<file path="config.mk">
export PLATFORM = sky130hd
export DESIGN_NAME = hazard_ctrl
export DESIGN_NICKNAME = d
export VERILOG_FILES = /design/src/rtl/hazard_ctrl.sv
export SDC_FILE = /design/constraint.sdc
export NUM_CORES = 1
export LEC_CHECK = 0
export CAP_MARGIN = 20
export CORE_UTILIZATION = 48
export CTS_BUF_LIST = sky130_fd_sc_hd__clkbuf_2
export CTS_CLUSTER_DIAMETER = 30
export DETAILED_ROUTE_END_ITERATION = 7
export GPL_TIMING_DRIVEN = 0
export PLACE_DENSITY = 0.84
export SYNTH_ARGS = -nofsm -noshare
export SYNTH_HDL_FRONTEND = slang
export SYNTH_SLANG_ARGS = --single-unit
</file>
<file path="constraint.sdc">
create_clock -name clk -period 5.8 [get_ports clk]
set_input_delay 1.74 -clock clk [delete_from_list [all_inputs] [get_ports clk]]
set_output_delay 1.74 -clock clk [all_outputs]
set_load 0.005 [all_outputs]
</file>
<file path="src/rtl/hazard_ctrl.sv">
// -----------------------------------------------------------------------------
// hazard_ctrl
//   Pipeline hazard/sequencing controller for a 5-stage CPU. It sits beside
//   the IF/ID and ID/EX pipeline registers and generates the PC write-enable,
//   the IF/ID write-enable and flush, and the ID/EX flush. It handles:
//     - load-use stalls: a load in EX whose destination feeds the ID instruction
//     - taken-branch flushes: the branch is resolved in EX
//     - jump flushes: the jump target is resolved in ID
//     - front-end freeze while a multi-cycle mult/div executes
//
// Parameters
//   MULDIV_CYCLES  freeze length after a mult/div issues (1..255)
//   CNT_W          width of the freeze down-counter (must hold MULDIV_CYCLES-1)
//
// Ports
//   clk, reset      rising-edge clock, synchronous active-high reset
//   ID_rs, ID_rt    source register fields of the instruction in ID
//   ID_UsesRt       the ID instruction reads rt
//   ID_Jump         ID holds j/jal/jr/jalr
//   ID_MulDivStart  ID holds mult/multu/div/divu
//   EX_MemRead      EX holds a load
//   EX_WriteReg     destination register of the EX instruction
//   EX_BranchTaken  the EX branch resolved taken
//   PC_Write        1: the PC updates on this edge
//   IF_ID_Write     1: IF/ID loads; 0: IF/ID holds
//   IF_ID_flush     1: IF/ID loads a NOP
//   ID_EX_flush     1: ID/EX loads a bubble
//   MulDiv_busy     registered; 1 while the front end is frozen for mult/div
//
// Build option
//   DELAY_SLOT_EN   when defined, the MIPS branch delay slot is honoured: the
//                   slot instruction is not flushed after a taken branch or
//                   after a jump.
// -----------------------------------------------------------------------------
module hazard_ctrl #(
    parameter int unsigned MULDIV_CYCLES = 8,
    parameter int unsigned CNT_W         = 8
) (
    input  logic       clk,
    input  logic       reset,
    input  logic [4:0] ID_rs,
    input  logic [4:0] ID_rt,
    input  logic       ID_UsesRt,
    input  logic       ID_Jump,
    input  logic       ID_MulDivStart,
    input  logic       EX_MemRead,
    input  logic [4:0] EX_WriteReg,
    input  logic       EX_BranchTaken,
    output logic       PC_Write,
    output logic       IF_ID_Write,
    output logic       IF_ID_flush,
    output logic       ID_EX_flush,
    output logic       MulDiv_busy
);

    typedef enum logic {
        RUN     = 1'b0,
        MD_BUSY = 1'b1
    } state_e;

    // The counter is loaded with N-1 and the freeze ends on the cycle it reads
    // zero, so the freeze covers exactly MULDIV_CYCLES cycles.
    localparam logic [CNT_W-1:0] MD_LAST = CNT_W'(MULDIV_CYCLES - 1);

    state_e           state_q, state_d;
    logic [CNT_W-1:0] count_q, count_d;
    logic             busy_q;
    logic             load_use;

    // Register 0 is hard-wired to zero, so a load to it never creates a hazard.
    assign load_use = EX_MemRead && (EX_WriteReg != 5'd0) &&
                      ((EX_WriteReg == ID_rs) ||
                       (ID_UsesRt && (EX_WriteReg == ID_rt)));

    always_comb begin
        state_d     = state_q;
        count_d     = count_q;
        PC_Write    = 1'b1;
        IF_ID_Write = 1'b1;
        IF_ID_flush = 1'b0;
        ID_EX_flush = 1'b0;

        unique case (state_q)
            RUN: begin
                if (EX_BranchTaken) begin
                    // The wrong-path fetch in IF is always discarded.
                    IF_ID_flush = 1'b1;
`ifdef DELAY_SLOT_EN
                    ID_EX_flush = 1'b0;
`else
                    ID_EX_flush = 1'b1;
`endif
                end else if (load_use) begin
                    // Hold PC and IF/ID, and insert a bubble; any jump or
                    // mult/div in ID is re-evaluated on the next cycle.
                    PC_Write    = 1'b0;
                    IF_ID_Write = 1'b0;
                    ID_EX_flush = 1'b1;
                end else if (ID_Jump) begin
`ifdef DELAY_SLOT_EN
                    IF_ID_flush = 1'b0;
`else
                    IF_ID_flush = 1'b1;
`endif
                end else if (ID_MulDivStart) begin
                    // The mult/div advances into EX normally on this cycle,
                    // and the front end freezes starting on the next one.
                    state_d = MD_BUSY;
                    count_d = MD_LAST;
                end
            end
            MD_BUSY: begin
                PC_Write    = 1'b0;
                IF_ID_Write = 1'b0;
                ID_EX_flush = 1'b1;
                if (count_q != '0) begin
                    count_d = count_q - CNT_W'(1);
                end else begin
                    state_d = RUN;
                end
            end
            default: begin
                state_d = RUN;
            end
        endcase

        if (reset) begin
            PC_Write    = 1'b0;
            IF_ID_Write = 1'b0;
            IF_ID_flush = 1'b1;
            ID_EX_flush = 1'b1;
        end
    end

    always_ff @(posedge clk) begin
        if (reset) begin
            state_q <= RUN;
            count_q <= '0;
            busy_q  <= 1'b0;
        end else begin
            state_q <= state_d;
            count_q <= count_d;
            busy_q  <= (state_d == MD_BUSY);
        end
    end

    assign MulDiv_busy = busy_q;

endmodule
</file>
==> flow_metrics.tcl <==
set metrics [dict create \
    drc 0 \
    hold_violations 0 \
    stdcell_area_um2 1022 \
    critPathMaxFanout 6 \
    hold_path_class "reg -> reg" \
    status "finished clean" \
    crit_arrival_ns 3.94 \
    initial_utilization 0.5357 \
    cts_max_level 1 \
    synth_fa_ha_area_frac 0.01730 \
    drt-total-wl_um 2011 \
    top_layer_used "met4" \
    clk_pin_slew_ns 0.10 \
    max_slew_margin 0.6799 \
    routedWlPerCell_um 15.01 \
    dpl_cell_area_um2 1002 \
    seq_area_frac_synth 0.2491 \
    drv_slew 0 \
    min-delay-start "count_q[6]" \
    wl_met3_um 90 \
    utilization 0.7572 \
    syn-num-nets 112 \
    start_kind "primary input" \
    grt_pass1_vias 700 \
    root_buffer "clkbuf_2" \
    wl_met2_um 1013 \
    max_freq_mhz 175.9 \
    reg2reg_slack_ns 3.95 \
    path_class "in -> out" \
    ant_nets 0 \
    swShare 0.3178 \
    intPower_w 0.0001173 \
    cap_viol_max_count 0 \
    core_area_um2 1350 \
    drt_first_pass_iters 4 \
    port_buffers 26 \
    cts_hold_buf 0 \
    endpoint_kind "primary output" \
    p_sw_w 0.00005467 \
    met1_length_um 897 \
    fillCellCount 113 \
    rsz0062_at_grt "false" \
    cts_sinks 9 \
    globalRouteTotalUtil 0.2663 \
    setup_viol 0 \
    p_clk_frac 0.248 \
    fin_crit_ns 5.684 \
    avgSynthCellArea_um2 8.126 \
    powerDensity_nw_per_um2 168.3 \
    ir_drop_uv 140.7 \
    synth_flop_cell "dfxtp_1" \
    synth-edff-count 0 \
    synthArstFlopShare 0 \
    seq_area_um2 180.2 \
    cts_buffers 3 \
    crit_required_ns 4.06 \
    final_cell_mix "clkdlybuf4s50_1 (26), xnor2_1 (11), dfxtp_1 (9)" \
    synthCells 89 \
    cts_buffer_depth 2 \
    p_leak_nw 0.3461 \
    reg2reg_from "count_q[0]" \
    final_layout_size_suffix_gt1_frac 0.08403 \
    synth_cell_types 34 \
    nets 143 \
    synth-simple-area-share 0.2682 \
    ys_top_cells_by_area "dfxtp_1 (25%), xnor2_1 (13%), a21oi_1 (4.8%)" \
    cts_tree "done" \
    synth_compound_area_frac 0.2716 \
    n_antenna_cell 0 \
    synth_top_area_frac 0.2491 \
    num_io_pins 27 \
    seqPwrFrac 0.397 \
    clk_latency_ns 0.26 \
    die_x_um 40.82 \
    vias 790 \
    synth_top_family_by_area "compound AO/OA/AOI/OAI gates" \
    fin_setup_tns_ns 0 \
    worst_pin_slew_ns 0.4802 \
    grt.overflow.total 0 \
    finalClockSkew_ns 0.01013 \
    comb_power_share 0.355 \
    multiInputGateArea_um2 509.2 \
    dp_hpwl_um 1605 \
    globalplace.congestion 0.7642 \
    grt_max_degree 11 \
    yosysTopAreaCell "dfxtp_1" \
    cts_setup_buffers 0 \
    final.period_utilization 0.9801 \
    first_iter_violations 18 \
    synth_xor_area_frac 0.1332 \
    yosysWarnings 0 \
    rows 13 \
    synthMuxAreaShare 0.01384 \
    area.growth.synth_to_final_pct 41.35 \
    die_h_um 40.82 \
    post_drt_via_cell_ratio 5.896 \
    ctsResizeCount 0 \
    grt_first_pass_wirelength_um 2884 \
    antenna_found_initial 0 \
    ys_ff_latch 9 \
    cp-startpoint "EX_WriteReg[1]" \
    netlist_area_um2 723.2 \
    die_area_um2 1666 \
    final_common_cell "clkdlybuf4s50_1" \
]
[metrics by stage]
stage / hold WS, ns / total power [W] / std cells / setup slack (ns)
final: 0.5394 / 0.0001720 / 134 / 0.1156
after global routing: 0.5674 / 0.0001811 / 134 / 0.02848
after CTS: 0.5352 / 0.0001723 / 134 / 0.1063
after detailed placement: 0.5185 / 0.0001300 / 130 / 0.1153
after global placement: 0.5062 / 0.0001278 / 130 / 0.1239
after floorplan: 0.4892 / 0.0001019 / 89 / 1.193
[flip-flops by register name, summed over array words and instances, names as in the netlist]
signal and flops:
MulDiv_busy 1, count_q 8
[final cells by class]
class                      instances  area share
inverter                           5     0.01836
tap                               15     0.01836
buffer                             3     0.01469
clock buffer                       4     0.01958
multi-input combinational         72      0.4982
timing repair buffer              26      0.2546
sequential                         9      0.1763
[power by group through the flow]
stage | Clock (W) | Combinational (W) | Sequential [W]
final | 0.0000426 | 0.0000611 | 0.0000683
after global routing | 0.0000469 | 0.0000654 | 0.0000688
after CTS | 0.0000434 | 0.0000607 | 0.0000681
after detailed placement | 0 | 0.0000604 | 0.0000696
after global placement | 0 | 0.0000585 | 0.0000693
after floorplan | 0 | 0.0000331 | 0.0000688
[cells in the mapped netlist (2+ instances only)]
library cell / instances
a31oi_1: 3
nor2_1: 7
clkbuf_1: 2
inv_1: 5
nor3_1: 4
o21a_1: 2
nand2_1: 7
xnor2_1: 11
nand2b_1: 2
a21oi_1: 7
nand4_1: 3
dfxtp_1: 9
o31a_1: 4
nand3_1: 2
a21o_1: 2
[path summary, 6_finish.rpt]
check,to,cells after the start
max reg2reg,count_q[3],7
min,count_q[6],2
min reg2reg,count_q[6],2
max,PC_Write,7
[logic make-up after synthesis]
family | after synthesis
adders and majority gates | 1
buffers and inverters | 8
and+or+nand+nor | 33
AOI/OAI and AO/OA | 26
xor gates and xnor gates | 11
DFF | 9
muxes | 1
[critical path: stages]
cell and delay, ns:
clkdlybuf4s50_1 0.46, or4_1 0.55, o21a_1 0.24, nand2_1 0.20, o21a_1 0.16, buf_4 0.10, clkdlybuf4s50_1 0.49
[routing by layer]
metal  vias up  track usage
met3         3      0.09783
met4         0      0.01667
met5         -            0
met2        24       0.4883
met1       368       0.3007
li1        395            -
No activity file was read; power rests on OpenSTA's default activity.
==> RTL change (same settings) <==
Add a define of `DELAY_SLOT_EN`.
--- a/src/rtl/hazard_ctrl.sv
+++ b/src/rtl/hazard_ctrl.sv
@@ -34,2 +34,4 @@
 // -----------------------------------------------------------------------------
+`define DELAY_SLOT_EN
+
 module hazard_ctrl #(
Formal check against the unedited RTL: not equivalent (Yosys sat finds a counterexample within 4 cycles, from zero or initial values and one cycle with reset high).
==> RTL change against the original RTL <==
- total power is 7.0% higher
- first-iteration DRC count rose to 3.6 times the old value
- synthesized area grew 4.3%
- largest cell class unchanged
- maximum frequency grew 0.11%
- synthesized cell count grew 1.1%
- critical path depth unchanged
- sequential cell count stayed put
- register-to-register slack worse by 0.24 ns
- design area grew 2.1%
- sequential power decreased by 0.7%
- setup slack better by 0.0060 ns
- wire length rose by 1.2%
==> RTL change: results (changes against the original RTL) <==
| Item | This run | Delta |
|:---|:---|:---|
| Nets | 144 | +0.70% |
| Share of synthesized cell area in full adder, half adder and majority cells | 3.317% | +1.6 points |
| Skew final | 0.007518 ns | -0.002613 ns |
| Run status | finished, final reports clean |  |
| Depth of the CTS H-tree | 1 | unchanged |
| Crit path max fanout | 8 | +2 |
| Most area-consuming cells after synthesis | sky130_fd_sc_hd__dfxtp_1 24%, sky130_fd_sc_hd__xnor2_1 12%, sky130_fd_sc_hd__a21oi_1 4.6% |  |
| Cell leakage power | 0.0003732 uW | +7.8% |
| Synthesized netlist net count | 114 | +1.8% |
| IR drop worst, VDD | 0.0001300 V | -7.6% |
| Total of buffers placed on input and output ports | 25 | -3.8% |
| Startpoint of the most critical hold path | count_q[0]$_SDFFE_PP0P_ |  |
| Multi-input gate area | 524.3 um^2 | +2.9% |
| Worst Hold Endpoint | count_q[0]$_SDFFE_PP0P_ |  |
| Place WS | 0.1375 ns | +0.02221 ns |
| Instance area at placement | 1023 um^2 | +2.1% |
| Xor and xnor fraction of the mapped netlist area | 11.61% | -1.7 points |
| Commonest cells in the synthesized netlist | 10 x sky130_fd_sc_hd__xnor2_1, 9 x sky130_fd_sc_hd__dfxtp_1, 7 x sky130_fd_sc_hd__a21oi_1, 7 x sky130_fd_sc_hd__inv_1, 6 x sky130_fd_sc_hd__nand2_1 |  |
| Post-detailed-placement half-perimeter wirelength | 1561 um | -2.7% |
| Number of global-route vias before repair | 728 | +4.0% |
| Share of synthesized area occupied by flip-flops and latches | 23.88% | -1.0 points |
| Worst Hold Slack | 0.4927 ns | -0.04674 ns |
| Global-route wire length before repair | 3381 um | +17% |
| Detailed Route Iter0 Violations | 64 | +46 |
| DR vias | 834 | +5.6% |
| Number of signal-net inverters in the final layout | 9 | +4 |
| Slack of the worst reg-to-reg path | 3.71 ns | -0.24 ns |
| Final routed wirelength across all metal layers | 2036 um | +1.2% |
| Layout cell share with drive strength beyond 1 | 10.08% | +1.7 points |
| Non-clock buffer total of the final layout | 28 | -3.4% |
| Total number of multi-input combinational cells | 69 | -4.2% |
| Combined global-route utilization of all metal layers | 25.18% | -1.4 points |
| Layout clock area frac | 1.918% | -0.040 points |
| Layout Area Growth over Synthesis | 38.31% |  |
| Delay contributed by the slowest stage of the critical path | 0.57 ns | +0.02 ns |
| Complex-gate fraction of the synthesized area | 32.50% | +5.3 points |
| Synthesized instance count | 90 | +1.1% |
| Number of filler cells placed in the layout | 111 | -1.8% |
| Non-clock buffer share | 25.54% | -1.4 points |
| Portion of netlist area occupied by mux cells | 4.146% | +2.8 points |
[RTL change: per-layer routing]
| layer | global-route usage [%] | routed length (um) |
|---|---|---|
| met4 | 9.032 | 36 |
| met5 | 0 | 0 |
| met3 | 8.696 | 171 |
| met1 | 34.58 | 894 |
| met2 | 36.25 | 934 |
[RTL change: how the worst max path moves through the flow]
| stage | from | to | slack (ns) |
|---|---|---|---|
| 2_1_floorplan | EX_WriteReg[1] | PC_Write | 1.22 |
| 3_3_place_gp | EX_WriteReg[1] | PC_Write | 0.18 |
| 3_5_place_dp | EX_WriteReg[1] | PC_Write | 0.14 |
| 4_1_cts | EX_WriteReg[1] | PC_Write | 0.13 |
| 5_1_grt | EX_WriteReg[1] | PC_Write | 0.05 |
| 6_report | EX_WriteReg[1] | PC_Write | 0.12 |
[RTL change: power by group]
group / internal [uW] / total, uW / switching (uW)
clock network: 18.3 / 41.6 / 23.2
registers: 64.7 / 67.8 / 3.02
logic: 40.3 / 74.7 / 34.4
total: 123 / 184 / 60.6
